**src/rtl/redmule_tile_sequencer.sv**
```systemverilog
// -----------------------------------------------------------------------------
// redmule_tile_sequencer
//   Walks the (row, wcol, xcol) tile space of a GEMM job and issues one tile
//   per valid/ready handshake. The loop order is xcol innermost, then wcol,
//   then row. The last x_col of each Z tile is flagged as a store, and the
//   sequencer counts how many stores it issued.
//
// Ports
//   clk_i, rst_ni          clock, asynchronous active-low reset
//   clear_i                synchronous soft clear (wins over start and handshake)
//   start_i                launch pulse; only honoured in IDLE
//   *_iter_i               loop bounds, sampled at start
//   *_lftovr_i             leftover sizes; non-zero marks the last tile as partial
//   tile_valid_o/ready_i   tile-issue handshake
//   tile_row/wcol/xcol_o   indices of the current tile
//   tile_first/last_o      first / last x_col of the current Z tile
//   *_lftovr_o             current tile is partial in that dimension
//   busy_o, done_o         sequencer active / one-cycle completion pulse
//   stores_o               number of Z tiles issued (wraps modulo 2^CNT_W)
// -----------------------------------------------------------------------------
module redmule_tile_sequencer #(
    parameter int unsigned CNT_W = 16
) (
    input  logic             clk_i,
    input  logic             rst_ni,
    input  logic             clear_i,
    input  logic             start_i,
    input  logic [CNT_W-1:0] x_rows_iter_i,
    input  logic [CNT_W-1:0] w_cols_iter_i,
    input  logic [CNT_W-1:0] x_cols_iter_i,
    input  logic [7:0]       x_rows_lftovr_i,
    input  logic [7:0]       x_cols_lftovr_i,
    input  logic [7:0]       w_cols_lftovr_i,
    output logic             tile_valid_o,
    input  logic             tile_ready_i,
    output logic [CNT_W-1:0] tile_row_o,
    output logic [CNT_W-1:0] tile_wcol_o,
    output logic [CNT_W-1:0] tile_xcol_o,
    output logic             tile_first_o,
    output logic             tile_last_o,
    output logic             row_lftovr_o,
    output logic             wcol_lftovr_o,
    output logic             xcol_lftovr_o,
    output logic             busy_o,
    output logic             done_o,
    output logic [CNT_W-1:0] stores_o
);

    typedef enum logic [1:0] {IDLE, RUN, DONE} state_e;

    state_e           state_q;
    logic [CNT_W-1:0] row_q, wcol_q, xcol_q;
    logic [CNT_W-1:0] rows_q, wcols_q, xcols_q;
    logic [CNT_W-1:0] stores_q;
    logic [7:0]       row_lo_q, wcol_lo_q, xcol_lo_q;

    logic run, accept, row_end, wcol_end, xcol_end;

    assign run      = (state_q == RUN);
    assign accept   = run & tile_ready_i;
    assign row_end  = (row_q  == rows_q  - CNT_W'(1));
    assign wcol_end = (wcol_q == wcols_q - CNT_W'(1));
    assign xcol_end = (xcol_q == xcols_q - CNT_W'(1));

    always_ff @(posedge clk_i or negedge rst_ni) begin
        if (!rst_ni) begin
            state_q   <= IDLE;
            row_q     <= '0;
            wcol_q    <= '0;
            xcol_q    <= '0;
            rows_q    <= '0;
            wcols_q   <= '0;
            xcols_q   <= '0;
            stores_q  <= '0;
            row_lo_q  <= '0;
            wcol_lo_q <= '0;
            xcol_lo_q <= '0;
        end else if (clear_i) begin
            state_q   <= IDLE;
            row_q     <= '0;
            wcol_q    <= '0;
            xcol_q    <= '0;
            rows_q    <= '0;
            wcols_q   <= '0;
            xcols_q   <= '0;
            stores_q  <= '0;
            row_lo_q  <= '0;
            wcol_lo_q <= '0;
            xcol_lo_q <= '0;
        end else begin
            case (state_q)
                IDLE: begin
                    if (start_i) begin
                        rows_q    <= x_rows_iter_i;
                        wcols_q   <= w_cols_iter_i;
                        xcols_q   <= x_cols_iter_i;
                        row_lo_q  <= x_rows_lftovr_i;
                        wcol_lo_q <= w_cols_lftovr_i;
                        xcol_lo_q <= x_cols_lftovr_i;
                        row_q     <= '0;
                        wcol_q    <= '0;
                        xcol_q    <= '0;
                        stores_q  <= '0;
                        // An empty tile space skips RUN entirely.
                        state_q   <= (x_rows_iter_i != '0 && w_cols_iter_i != '0 &&
                                      x_cols_iter_i != '0) ? RUN : DONE;
                    end
                end
                RUN: begin
                    if (accept) begin
                        if (xcol_end) stores_q <= stores_q + CNT_W'(1);
                        // The final tile leaves the indices parked at bound-1.
                        if (row_end && wcol_end && xcol_end) begin
                            state_q <= DONE;
                        end else if (!xcol_end) begin
                            xcol_q <= xcol_q + CNT_W'(1);
                        end else begin
                            xcol_q <= '0;
                            if (!wcol_end) begin
                                wcol_q <= wcol_q + CNT_W'(1);
                            end else begin
                                wcol_q <= '0;
                                row_q  <= row_q + CNT_W'(1);
                            end
                        end
                    end
                end
                DONE:    state_q <= IDLE;
                default: state_q <= IDLE;
            endcase
        end
    end

    // Flags are only meaningful while a tile is on offer; outside RUN they
    // read 0 so that idle/reset values are clean.
    assign tile_valid_o  = run;
    assign tile_row_o    = row_q;
    assign tile_wcol_o   = wcol_q;
    assign tile_xcol_o   = xcol_q;
    assign tile_first_o  = run & (xcol_q == '0);
    assign tile_last_o   = run & xcol_end;
    assign row_lftovr_o  = run & row_end  & (row_lo_q  != '0);
    assign wcol_lftovr_o = run & wcol_end & (wcol_lo_q != '0);
    assign xcol_lftovr_o = run & xcol_end & (xcol_lo_q != '0);
    assign busy_o        = (state_q != IDLE);
    assign done_o        = (state_q == DONE);
    assign stores_o      = stores_q;

endmodule
```
**config.mk**
```make
export PLATFORM = sky130hd
export DESIGN_NAME = redmule_tile_sequencer
export DESIGN_NICKNAME = d
export VERILOG_FILES = /design/src/rtl/redmule_tile_sequencer.sv
export SDC_FILE = /design/constraint.sdc
export NUM_CORES = 1
export LEC_CHECK = 0
export CORE_UTILIZATION = 55
export CTS_CLUSTER_SIZE = 25
export DETAILED_ROUTE_END_ITERATION = 10
export PLACE_DENSITY_LB_ADDON = 0.15
export SLEW_MARGIN = 20
export SYNTH_ARGS = -nofsm -noshare
export SYNTH_HDL_FRONTEND = slang
export SYNTH_SLANG_ARGS = --single-unit
```
**constraint.sdc**
```tcl
create_clock -name clk_i -period 7.6 [get_ports clk_i]
set_input_delay 1.52 -clock clk_i [delete_from_list [all_inputs] [get_ports clk_i]]
set_output_delay 1.52 -clock clk_i [all_outputs]
set_load 0.03 [all_outputs]
```
==> results_dict.tcl <==
set metrics [dict create \
    cp.required_ns 6.08 \
    rsz0062_at_grt "no" \
    yosysTopAreaCell "dfrtp_1" \
    seq_area_frac_synth_pct 42.4 \
    diodes 0 \
    routedWlPerCell_um 18.8 \
    critPathSlowestCell "clkdlybuf4s50_1" \
    final_area_um2 10300 \
    cts_hold_buf 0 \
    wl_mm 22.3 \
    status "finished, final reports clean" \
    finalMaxSlewViolations 0 \
    critPathTopFamily "simple AND/OR/NAND/NOR gates" \
    drtPass1Iterations 5 \
    pin_count 149 \
    cts_resized 0 \
    clkSinkCount 138 \
    p_switching_mw 0.568 \
    grt_pass1_vias 6956 \
    fp.dieW_um 124 \
    cp-start-kind "flip-flop" \
    swShare_pct 29.4 \
    p_int_mw 1.36 \
    io_buffers 148 \
    final_nets 1077 \
    antenna_found_initial 0 \
    synth_async_sr_flop_share_pct 100 \
    die_y_um 124 \
    die-area_um2 15300 \
    rrSetupSlack_ns 3.27 \
    drt_iter0_markers 634 \
    top_layer "met4" \
    postCtsSetupBuffers 0 \
    synth_fp_nets 953 \
    grt_usage_pct 30.3 \
    synth_area_leaders "dfrtp_1 (42%), a22o_1 (6.8%), xnor2_1 (5.5%)" \
    cts_htree_levels 4 \
    worst_pin_slew_ns 0.967 \
    clock_skew_ns 0.00901 \
    ys_warn_count 0 \
    clkTransAtPathRegs_ns 0.06 \
    min_path_type "flip-flop to flip-flop" \
    drc 0 \
    power.density_nw_per_um2 188 \
    synth_seq_cells 138 \
    tns_ns 0 \
    critPathBufInv 1 \
    cts_buffer_depth 2 \
    drtAntennaViolNets 0 \
    met2_length_mm 10.5 \
    synth_cell_types 74 \
    vias 7488 \
    synth_edf_count 0 \
    gp_congestion 0.915 \
    yosysMostFrequentCell "dfrtp_1" \
    synth.top_cell.area_share_pct 42.4 \
    arrival_ns 4.14 \
    placed_cell_area_um2 9710 \
    end_kind "output port" \
    cts_made_buffers 17 \
    wl_met3_mm 1.47 \
    p_clk_share_pct 42.5 \
    synth.avg_cell_area_um2 9.38 \
    hold_viol 0 \
    via_per_inst 6.30 \
    crit_chain "or4_1 > nor4_2 > xor2_1 > o221a_2 > a21oi_1 > nand2_1 > a211oi_1 > clkdlybuf4s50_1" \
    crit_type "flip-flop to output port" \
    drive_gt1_share_pct 6.97 \
    fmax_mhz 177 \
    cp_max_fo 8 \
    netlist_area_um2 8140 \
    leakage_nw 4.23 \
    period_needed_ns 5.66 \
    syn_inst 868 \
    cts_tree "yes" \
    wl_met1_mm 9.83 \
    pwr-share-comb_pct 16.4 \
    grt_pass1_wl_mm 35.6 \
    clock_latency_ns 0.43 \
    grt_max_degree 79 \
    rows 44 \
    slowest_delay_ns 0.72 \
    peakVddDrop_uv 141 \
    hpwl_mm 15.6 \
    seqPwrFrac_pct 41.1 \
    ys_top_cells_by_count "dfrtp_1 (138), a22o_1 (63), nor2_1 (57)" \
    start_util_pct 56.2 \
    fin_crit_sh_pct 74.5 \
    syn2layout_area_growth_pct 26.4 \
    fp.coreArea_um2 14500 \
    finalSetupViolations 0 \
    relSlewSlack_pct 35.5 \
    clockRootBuffer "clkbuf_16" \
    max_cap_viol_count 0 \
    yosys_most_used_dff "dfrtp_1" \
    grt-ovfl-total 0 \
]
worst register-to-register path, delay by kind of cell, from the launching register on:
kind / cells / cell delay, ns
AO/OA/AOI/OAI: 4 / 1.26
XOR/XNOR: 1 / 0.12
flip-flops: 1 / 0.45
AND/OR/NAND/NOR: 4 / 2.42
per-stage QoR:
stage | setup WS, ns | total power [mW] | util (%) | hold slack [ns] | std cells
after floorplan | 2.33 | 1.00 | - | 0.474 | 868
after global placement | 2.58 | 1.11 | 67.0 | 0.491 | 1157
after detailed placement | 2.45 | 1.11 | 67.0 | 0.492 | 1157
after CTS | 1.98 | 1.93 | 71.1 | 0.511 | 1189
after global routing | 1.66 | 2.00 | 71.1 | 0.518 | 1189
final | 1.94 | 1.93 | 71.1 | 0.508 | 1189
logic make-up (layout without fill, tap and decap cells):
family	after synthesis	count (layout)	share of synthesized area [%]
fa+ha+maj	9	9	1.35
simple gates	339	339	23.5
compound gates	216	216	19.1
mux	10	10	1.24
flops	138	138	42.4
buf+inv	80	217	4.15
xor+xnor	76	76	8.17
routing by layer:
layer / up-vias / global-route usage [%]
li1: 3484 / -
met1: 3677 / 39.9
met2: 291 / 49.0
met3: 36 / 7.10
met4: 0 / 10.1
met5: - / 0
placed cells by master (no fill, tap or decap), types with 4 or more instances in the layout:
cell type,n
or4_1,12
clkdlybuf4s50_1,147
inv_6,6
nand2_1,56
nor3_1,19
nor2b_1,8
xnor2_1,51
nand4_1,17
clkbuf_16,17
and3_1,25
a22o_1,63
mux2i_1,9
nand2b_1,19
o21ai_0,43
a21oi_1,31
nand3_1,36
o21a_1,6
buf_4,7
nor4_1,34
or2_2,4
xor2_1,25
ha_1,8
o31ai_1,9
inv_1,29
o21ai_1,14
dfrtp_1,138
and2_1,4
nand3b_1,4
a211oi_1,8
nor2_1,56
or3_1,19
final timing paths:
path                                               to                      from  cells past startpoint
max in group asynchronous    wcol_lo_q[2]$_DFFE_PN0P_                    rst_ni                      2
min in group asynchronous  tile_wcol_o[2]$_DFFE_PN0P_                    rst_ni                      1
max                                     xcol_lftovr_o    xcols_q[2]$_DFFE_PN0P_                      8
min reg2reg                  xcol_lo_q[6]$_DFFE_PN0P_  xcol_lo_q[6]$_DFFE_PN0P_                      1
min                          xcol_lo_q[6]$_DFFE_PN0P_  xcol_lo_q[6]$_DFFE_PN0P_                      1
max reg2reg                tile_wcol_o[8]$_DFFE_PN0P_    xcols_q[2]$_DFFE_PN0P_                      9
power by group through the flow:
stage,clock network [mW],logic (mW),registers [mW]
3_5_place_dp,0,0.310,0.804
5_1_grt,0.862,0.345,0.796
4_1_cts,0.828,0.315,0.792
3_3_place_gp,0,0.307,0.803
2_1_floorplan,0,0.207,0.795
6_report,0.821,0.316,0.793
sequential cells by signal, indices dropped and copies added, names as in the netlist, 16 cells and up:
name and flops:
rows_q 16, stores_o 16, tile_row_o 16, tile_wcol_o 16
tile_xcol_o 16, wcols_q 16, xcols_q 16
final cells by class:
type                    count  area (um^2)
fillers                  1122         4190
multi-input cells         650         4380
repair buffers            155         1540
inverters                  30          113
flip-flops and latches    138         3450
well taps                 184          230
clock buffers              17          425
clock inverters            15          158
Power figures use the tool's default switching activity.
